[src/rtl/sargantana_icache_ctrl_nbk.sv]
// rtl/sargantana_icache_ctrl_nbk.sv - non-blocking-kill iCache control FSM
// A kill during a miss abandons the fill; its beats are counted as stale and dropped in order.
module sargantana_icache_ctrl_nbk #(
   parameter  int ICACHE_N_WAY = 4,
   parameter  int FILL_BEATS   = 2,
   parameter  int MAX_STALE    = 2,
   localparam int CNT_W        = $clog2(MAX_STALE + 1)
) (
   input  logic                    clk_i,
   input  logic                    rstn_i,
   input  logic                    cache_enable_i,
   input  logic                    flush_i,
   input  logic                    ireq_valid_i,
   input  logic                    ireq_kill_i,
   input  logic [ICACHE_N_WAY-1:0] cline_hit_i,
   input  logic                    mmu_ex_valid_i,
   input  logic                    mmu_miss_i,
   input  logic                    mmu_ptw_valid_i,
   input  logic                    ifill_req_ready_i,
   input  logic                    ifill_resp_valid_i,
   input  logic                    ifill_resp_last_i,
   output logic                    iresp_ready_o,
   output logic                    iresp_valid_o,
   output logic                    treq_valid_o,
   output logic                    ifill_req_valid_o,
   output logic                    cmp_enable_o,
   output logic                    cache_rd_ena_o,
   output logic                    cache_wr_ena_o,
   output logic                    replay_valid_o,
   output logic                    flush_en_o,
   output logic                    miss_o,
   output logic                    miss_kill_o,
   output logic [CNT_W-1:0]        stale_cnt_o
);

   if (FILL_BEATS < 1 || FILL_BEATS > 8 || MAX_STALE < 1 || MAX_STALE > 7) begin : g_bad_param
      $error("sargantana_icache_ctrl_nbk: parameter out of range");
   end

   typedef enum logic [3:0] {
      S_IDLE, S_READ, S_MISS_REQ, S_MISS_WAIT, S_REPLAY,
      S_TLB_MISS, S_REPLAY_TLB, S_KILL_TLB, S_DRAIN
   } state_t;

   localparam logic [CNT_W-1:0] LP_MAX = CNT_W'(MAX_STALE);

   state_t           r_state;
   state_t           w_next;
   logic [CNT_W-1:0] r_stale;
   logic             w_hit, w_kill, w_ex, w_req;
   logic             w_own_beat, w_stale_dec, w_stale_inc;

   assign w_hit  = |cline_hit_i;
   assign w_kill = flush_i | ireq_kill_i;
   assign w_ex   = mmu_ex_valid_i;
   assign w_req  = ireq_valid_i;

   // Responses are in order: while abandoned fills are outstanding, every beat belongs to them.
   assign w_own_beat  = ifill_resp_valid_i && (r_state == S_MISS_WAIT) && (r_stale == '0);
   assign w_stale_dec = ifill_resp_valid_i && ifill_resp_last_i && (r_stale != '0);

   assign stale_cnt_o = r_stale;

   always_comb begin
      w_next            = r_state;
      w_stale_inc       = 1'b0;
      iresp_ready_o     = 1'b0;
      iresp_valid_o     = 1'b0;
      treq_valid_o      = 1'b0;
      ifill_req_valid_o = 1'b0;
      cmp_enable_o      = 1'b0;
      cache_rd_ena_o    = 1'b0;
      cache_wr_ena_o    = 1'b0;
      replay_valid_o    = 1'b0;
      miss_o            = 1'b0;
      miss_kill_o       = 1'b0;
      case (r_state)
         S_IDLE: w_next = S_READ;
         S_READ: begin
            cmp_enable_o = cache_enable_i;
            if (w_kill || !w_req) begin
               iresp_ready_o = 1'b1;
            end else if (mmu_miss_i) begin
               w_next = S_TLB_MISS;
            end else if (w_hit || w_ex) begin
               iresp_valid_o = 1'b1;
               iresp_ready_o = 1'b1;
            end else begin
               w_next = (r_stale < LP_MAX) ? S_MISS_REQ : S_DRAIN;
            end
         end
         S_MISS_REQ: begin
            ifill_req_valid_o = 1'b1;
            miss_o            = 1'b1;
            if (ifill_req_ready_i && w_kill) begin
               w_stale_inc = 1'b1;
               miss_kill_o = 1'b1;
               w_next      = S_READ;
            end else if (!ifill_req_ready_i && (w_kill || w_ex)) begin
               w_next = S_READ;
            end else if (ifill_req_ready_i) begin
               w_next = S_MISS_WAIT;
            end
         end
         S_MISS_WAIT: begin
            miss_o         = 1'b1;
            cache_wr_ena_o = w_own_beat && !w_kill;
            // A killed own last beat is not written, so the line stays invalid and nothing is left in flight.
            if (w_own_beat && ifill_resp_last_i) begin
               w_next = w_kill ? S_READ : S_REPLAY;
            end else if (w_kill || w_ex) begin
               w_stale_inc = 1'b1;
               miss_kill_o = 1'b1;
               w_next      = S_READ;
            end
         end
         S_REPLAY: begin
            cache_rd_ena_o = !w_kill && !w_ex;
            replay_valid_o = !w_kill && !w_ex;
            iresp_valid_o  = w_ex;
            cmp_enable_o   = cache_enable_i;
            w_next         = S_READ;
         end
         S_TLB_MISS: begin
            if (w_kill && !mmu_ptw_valid_i) begin
               w_next = S_KILL_TLB;
            end else if (w_ex || w_kill) begin
               iresp_valid_o = w_ex && !w_kill;
               w_next        = S_READ;
            end else if (mmu_ptw_valid_i) begin
               w_next = S_REPLAY_TLB;
            end
         end
         S_REPLAY_TLB: begin
            treq_valid_o   = !w_kill && !mmu_miss_i && !w_ex;
            cache_rd_ena_o = !w_kill && !mmu_miss_i && !w_ex;
            replay_valid_o = 1'b1;
            w_next         = S_READ;
         end
         S_KILL_TLB: begin
            if (mmu_ptw_valid_i) w_next = S_READ;
         end
         S_DRAIN: begin
            if (w_kill || r_stale < LP_MAX) w_next = S_READ;
         end
         default: w_next = S_IDLE;
      endcase
      flush_en_o = flush_i && (r_state != S_IDLE) && (r_state != S_KILL_TLB);
   end

   always_ff @(posedge clk_i or negedge rstn_i) begin
      if (!rstn_i) begin
         r_state <= S_IDLE;
         r_stale <= '0;
      end else begin
         r_state <= w_next;
         if (w_stale_inc && !w_stale_dec && r_stale != LP_MAX) begin
            r_stale <= r_stale + CNT_W'(1);
         end else if (w_stale_dec && !w_stale_inc) begin
            r_stale <= r_stale - CNT_W'(1);
         end
      end
   end

endmodule

[config.mk]
export PLATFORM = sky130hd
export DESIGN_NAME = sargantana_icache_ctrl_nbk
export DESIGN_NICKNAME = d
export VERILOG_FILES = /design/src/rtl/sargantana_icache_ctrl_nbk.sv
export SDC_FILE = /design/constraint.sdc
export NUM_CORES = 1
export LEC_CHECK = 0
export CAP_MARGIN = 0
export CORE_MARGIN = 2
export CORE_UTILIZATION = 42
export CTS_BUF_LIST = sky130_fd_sc_hd__clkbuf_8 sky130_fd_sc_hd__clkbuf_16
export CTS_CLUSTER_SIZE = 20
export DETAILED_ROUTE_END_ITERATION = 12
export GPL_TIMING_DRIVEN = 0
export PLACE_DENSITY = 0.79
export SLEW_MARGIN = 20
export SYNTH_ARGS = -nofsm -noshare
export SYNTH_HDL_FRONTEND = slang
export SYNTH_SLANG_ARGS = --single-unit
export TNS_END_PERCENT = 100
[constraint.sdc]
create_clock -name clk_i -period 2.6 [get_ports clk_i]
set_clock_uncertainty 0.05 [all_clocks]
set_input_delay 0.78 -clock clk_i [delete_from_list [all_inputs] [get_ports clk_i]]
set_output_delay 0.78 -clock clk_i [all_outputs]
set_load 0.01 [all_outputs]
==> flow_summary_export.csv, run 1 <==
group,metric,value,unit
synthesis,yosys_warnings,0,
worst_setup_path,r2r_setup_slack,0.47,ns
worst_setup_path,critPathSlowestCell,"or4b_4",
detailed_routing,first_pass_iters,4,
sta,final_max_slew_viol_count,0,
worst_setup_path,worst-path-max-fanout,4,
detailed_routing,drc,0,
power,power_frac_seq,0.141,
sta,setup_viol,0,
floorplanning,die-area,0.00201,sq mm
floorplanning,num_io_pins,29,
synthesis,synth.distinct_cells,40,
power,cellPowerDensity,922,mW/mm^2
synthesis,netlist_instances,95,
layout,area_growth,61.8,%
run,drv_cap,0,
outcome,status,"complete, no violations",
global_routing,grt_max_degree,11,
synthesis,seq_area_frac_synth,0.214,
clock_network,clockBufferDepth,2,
sta,final.period_utilization,0.993,
clock_network,cts_tree,"yes",
layout,stdcell_area,0.00113,sq mm
sta,tightest_slew,0.348,ns
sta,rsz0062_at_grt,"yes",
power,p_comb_frac,0.731,
worst_setup_path,cpMostUsedCell,"buf_4",
sta,fmax,387,MHz
detailed_routing,via_count,876,
power,power.leakage,0.000530,uW
power,clkPwrFrac,0.127,
clock_network,htreeDepth,1,
hold_path,holdCritPathClass,"register to register",
layout,fin_nets,153,
synthesis,netlist_area,701,sq um
clock_network,clkTransAtPathRegs,0.03,ns
clock_network,cts_buffers,3,
power,p_sw_frac,0.424,
synthesis,synth_flop_cell,"dfrtp_1",
sta,fin_crit,2.58,ns
floorplanning,die_x,44.8,microns
placed_design,hpwl,1510,microns
power,power,1050,uW
sta,hold_violations,0,
floorplanning,dieHeight,44.8,microns
synthesis,ys_ff_latch,6,
detailed_routing,via_per_inst,5.80,
global_routing,grt_pass1_vias,796,
global_routing,grtUsageTotal,0.233,
floorplanning,start_util,0.455,
worst_setup_path,worstPathRequired,1.77,ns
clock_network,worstSkewPairLatency,0.22,ns
worst_setup_path,cp.arrival,1.75,ns
synthesis,yosys-top-cells-area,"dfrtp_1, nand2_1, nor2_1",
worst_setup_path,worstPathCellList,"or4b_4, nor2_4, buf_4, buf_4, a21oi_2, inv_1, buf_2",
synthesis,async_reset_ff_frac,1.00,
power,cellInternalPower,602,uW
detailed_routing,wl_per_cell,14.7,microns
clock_network,root_buffer,"clkbuf_8",
global_routing,grt_pass1_wl,3510,microns
synthesis,yosys.area.top_type,"dfrtp_1",
clock_network,cts-hold-fix-buffers,0,
layout,diodes,0,
synthesis,synth-edff-count,0,
placed_design,placed_area,0.00100,sq mm
detailed_routing,wirelength,2230,microns
worst_setup_path,startpoint_type,"register",
detailed_routing,drtIter0Drc,21,
sta,slew_headroom,0.766,
synthesis,synthTopCellsByCount,"nand2_1, nor2_1, a21oi_1, dfrtp_1",
floorplanning,core,0.00154,sq mm
synthesis,avgSynthCellArea,7.38,sq um
placed_design,gp_congestion,0.872,
worst_setup_path,cp-end-kind,"primary output",
layout,drive_gt1_frac,0.333,
global_routing,antenna_found_initial,0,
power,ir_worst_vdd,685,uV
synthesis,synth.top_cell.area_share,0.214,
power,p_switching,443,uW
floorplanning,rows,14,
clock_network,clock_sinks,6,
sta,final.setup.tns,0,ns
global_routing,grt_remaining_overflow,0,
worst_setup_path,max_stage_delay,0.58,ns
synthesis,syn-num-nets,111,
placed_design,numPortBuffers,28,
detailed_routing,ant_nets,0,
sta,whs,0.690,ns
worst_setup_path,critical_path_class,"register to primary output",
## area by class of cell
type / instances / area (sq um)
Tap cell: 16 / 20.0
Sequential cell: 6 / 150
Buffer: 7 / 47.5
Timing Repair Buffer: 37 / 292
Multi-Input combinational cell: 79 / 572
Fill cell: 115 / 408
Clock buffer: 3 / 41.3
Inverter: 3 / 11.3
## registers in the layout, summed over array words and instances (netlist names)
register     flops
r_state          4
stale_cnt_o      2
## timing repair
item                                    CTS  global route
setup buffers                             8             1
resized for setup                        60            15
pin swaps                                14             6
hold endpoints to repair                  0             0
endpoints found under the setup margin   11             8
## critical path, delay by kind of cell (launching register included)
family,cells,cell delay [ns]
DFF,1,0.41
AOI/OAI and AO/OA,1,0.05
and+or+nand+nor,2,0.69
buffers and inverters,4,0.39
## power by group through the flow
stage	sequential (uW)	clock (uW)	combinational, uW
floorplan	145	0	422
global placement	145	0	636
detailed placement	146	0	646
CTS	147	140	722
global route	151	141	824
finish	148	133	764
## logic make-up (layout without fill, tap and decap cells)
kind of cell,after synthesis,count (layout),share of synthesized area
AND/OR/NAND/NOR,53,53,0.434
AO/OA/AOI/OAI,20,20,0.204
XOR/XNOR,1,1,0.0125
multiplexers,5,5,0.0750
flip-flops,6,6,0.214
buffers and inverters,10,50,0.0607
## cells in the final DEF (no fill, tap or decap), types with 2 or more instances in the layout
master / instances
a21o_1: 2
a21oi_1: 4
a21oi_2: 2
and3_1: 2
buf_2: 12
buf_4: 9
buf_6: 2
clkbuf_2: 2
clkbuf_8: 3
clkdlybuf4s50_1: 7
dfrtp_1: 6
dlygate4sd2_1: 10
inv_1: 3
mux2_1: 2
mux2i_1: 3
nand2_1: 11
nand2b_1: 3
nand3_1: 2
nand3_2: 2
nor2_1: 11
nor2_4: 2
nor4_1: 3
o21ai_0: 2
or3_4: 2
## worst paths after layout
check / startpoint / end / cells after the start
setup / recovery: r_state[1]$_DFFE_PN0P_ / iresp_ready_o / 7
hold reg to reg: stale_cnt_o[1]$_DFFE_PN0P_ / r_state[3]$_DFFE_PN0P_ / 3
min in group asynchronous: rstn_i / r_state[2]$_DFFE_PN0P_ / 1
setup reg to reg: r_state[1]$_DFFE_PN0P_ / r_state[1]$_DFFE_PN0P_ / 8
hold / removal: stale_cnt_o[1]$_DFFE_PN0P_ / r_state[3]$_DFFE_PN0P_ / 3
max in group asynchronous: rstn_i / stale_cnt_o[1]$_DFFE_PN0P_ / 1
## routing by layer
metal  GRT usage  share of wire  vias up
met5           0              0        -
met4      0.0706              0        0
met1       0.318           0.42      414
met3     0.00400          0.056        0
li1            -              -      430
met2       0.403           0.52       32
## per-stage QoR
stage / setup slack, ns / utilization / instances
final: 0.0178 / 0.735 / 151
after floorplan: 0.208 / - / 95
after global routing: -0.0579 / 0.735 / 151
after detailed placement: -0.900 / 0.649 / 139
after global placement: -0.892 / 0.649 / 139
after CTS: -0.0109 / 0.726 / 150
Note: power is estimated with default switching activity, not from simulation.
==> run 2: changes to the inputs <==
--- a/config.mk
+++ b/config.mk
@@ -12,6 +12,7 @@
 export CTS_CLUSTER_SIZE = 20
 export DETAILED_ROUTE_END_ITERATION = 12
 export GPL_TIMING_DRIVEN = 0
+export HOLD_SLACK_MARGIN = 0.03
 export PLACE_DENSITY = 0.79
 export SLEW_MARGIN = 20
 export SYNTH_ARGS = -nofsm -noshare
==> results of run 2 <==
The final DEF is identical to that of run 1; final timing and power are the same.
==> run 3: changes to the inputs <==
==> constraint.sdc (replaced) <==
create_clock -name clk_i -period 2.58 [get_ports clk_i]
set_clock_uncertainty 0.05 [all_clocks]
set_input_delay 0.774 -clock clk_i [delete_from_list [all_inputs] [get_ports clk_i]]
set_output_delay 0.774 -clock clk_i [all_outputs]
set_load 0.01 [all_outputs]
==> run 3 against run 2 <==
  * The run now ends with negative setup slack left
  * Die area is the same
  * Critical path depth shrank 2
  * Worst hold slack gained 0.0025 ns
  * Largest power group unchanged
  * Non-clock buffer count grew 1
  * Global-route usage grew 0.50 points
  * Sequential share of layout area grew 0.088 points
  * Critical path type unchanged
  * Wire length shrank 0.31%
==> flow_summary_export.csv, run 3 (synthesis results as in run 1) <==
group,metric,value,unit
sta,rsz0062_at_grt,"yes",
detailed_routing,wl_per_cell,14.6,microns
layout,drive_gt1_frac,0.324,
worst_setup_path,r2r_setup_slack,0.44,ns
hold_path,holdCritPathClass,"register to register",
hold_path,hold_depth,3,
floorplanning,die-area,0.00201,sq mm
placed_design,dp.cells,139,
layout,top_register,"r_state",
detailed_routing,wirelength,2220,microns
sta,fmax,386,MHz
global_routing,grt_pass1_vias,830,
layout,ff_latch_area,150,sq um
layout,mostFrequentLayoutCell,"buf_2",
global_routing,antenna_found_initial,0,
global_routing,grt_remaining_overflow,0,
sta,hold_violations,0,
floorplanning,die_x,44.8,microns
worst_setup_path,worstReg2RegEnd,"r_state[1]$_DFFE_PN0P_",
placed_design,numPortBuffers,28,
detailed_routing,ant_nets,0,
sta,final.period_utilization,1.00,
power,cellInternalPower,608,uW
run,drv_cap,0,
clock_network,worstSkewPairLatency,0.22,ns
worst_setup_path,critical_path_class,"register to primary output",
hold_path,holdCritStartpoint,"stale_cnt_o[1]$_DFFE_PN0P_",
sta,slew_headroom,0.762,
clock_network,htreeDepth,1,
placed_design,gp_congestion,0.872,
power,cellPowerDensity,937,mW/mm^2
layout,final_cell_mix,"buf_2, nor2_1, nand2_1",
global_routing,grt_pass1_wl,3590,microns
power,power_frac_seq,0.142,
floorplanning,dieHeight,44.8,microns
worst_setup_path,worstPathRequired,1.76,ns
floorplanning,start_util,0.455,
layout,fillers,116,
detailed_routing,drtIter0Drc,39,
layout,largest_reg_flops,4,
sta,final.setup.tns,-0.0159,ns
sta,setup_viol,2,
worst_setup_path,worst_path_dominant_cell_family,"simple AND/OR/NAND/NOR gates",
outcome,status,"finished with violations",
power,p_switching,447,uW
worst_setup_path,worst-path-max-fanout,4,
clock_network,cts-hold-fix-buffers,0,
sta,worst_slack,-0.00805,ns
power,p_comb_frac,0.731,
detailed_routing,drc,0,
worst_setup_path,max_stage_delay,0.58,ns
floorplanning,rows,14,
worst_setup_path,cp.buffers_inverters,1,
clock_network,cts_tree,"yes",
worst_setup_path,critPathSlowestCell,"or4b_4",
outcome,violations,"negative setup slack",
layout,fin_nets,154,
floorplanning,num_io_pins,29,
worst_setup_path,ff2ff_path_depth,8,
floorplanning,core,0.00154,sq mm
power,p_sw_frac,0.424,
placed_design,pre_cts_ws,-0.908,ns
detailed_routing,first_pass_iters,4,
worst_setup_path,startpoint_type,"register",
layout,diodes,0,
worst_setup_path,cp-end-kind,"primary output",
worst_setup_path,r2r-start,"r_state[1]$_DFFE_PN0P_",
layout,multi_input_area,563,sq um
clock_network,root_buffer,"clkbuf_8",
power,ir_worst_vdd,675,uV
layout,area_growth,60.7,%
detailed_routing,via_count,891,
sta,final_max_slew_viol_count,0,
worst_setup_path,cp.arrival,1.76,ns
global_routing,grtUsageTotal,0.238,
clock_network,clock_sinks,6,
clock_network,clkTransAtPathRegs,0.03,ns
placed_design,hpwl,1510,microns
layout,fin_cells,152,
clock_network,clockBufferDepth,2,
hold_path,min_to,"r_state[3]$_DFFE_PN0P_",
clock_network,cts_buffers,3,
sta,fin_crit,2.59,ns
global_routing,grt_max_degree,11,
power,clkPwrFrac,0.127,
sta,tightest_slew,0.354,ns
worst_setup_path,worstPathCellList,"or4b_4, nor2_4, a31oi_1, o31ai_1, buf_2",
detailed_routing,via_per_inst,5.86,
power,power.leakage,0.000536,uW
layout,final_util,0.731,
[run 3: worst min-delay path: stages, from the launching register on]
cell and delay [ns]:
dfrtp_1 0.36, buf_2 0.17, nand3_1 0.10, nand2_1 0.06
[run 3: worst max path at each step]
stage	slack [ns]	cells after the start	start	end
global route	-0.07	6	r_state[3]$_DFFE_PN0P_	cache_wr_ena_o
detailed placement	-0.91	5	flush_i	miss_kill_o
floorplan	0.19	5	r_state[3]$_DFFE_PN0P_	cache_wr_ena_o
global placement	-0.90	5	flush_i	miss_kill_o
CTS	-0.02	5	r_state[1]$_DFFE_PN0P_	iresp_valid_o
finish	-0.008	5	r_state[1]$_DFFE_PN0P_	iresp_valid_o
[run 3: repair_timing]
action,CTS,global route
pin swaps,14,5
setup endpoints to repair,11,7
setup buffers,9,1
gates resized for setup,62,12
[run 3: stage by stage]
stage	power (uW)	hold WS, ns	instance area (sq um)
floorplan	572	0.428	701
global placement	787	0.663	1000
detailed placement	798	0.665	1000
CTS	1020	0.671	1120
global route	1130	0.712	1130
finish	1050	0.693	1130
[run 3: power by group through the flow]
stage | registers [uW] | logic [uW] | clock network [uW]
after detailed placement | 147 | 651 | 0
after global routing | 152 | 833 | 142
after global placement | 146 | 641 | 0
final | 149 | 771 | 134
after CTS | 149 | 733 | 141
after floorplan | 146 | 425 | 0
[run 3: layer usage]
layer  GRT usage  wire length (microns)
met1       0.321                    928
met5           0                      0
met3     0.00400                    156
met2       0.414                   1110
met4      0.0765                     22
[run 3: final cells by class]
class / count / share of cell area
timing repair buffer: 38 / 0.260
tap: 16 / 0.0178
buffer: 7 / 0.0422
sequential: 6 / 0.133
clock buffer: 3 / 0.0367
multi-input combinational: 79 / 0.500
inverter: 3 / 0.0100
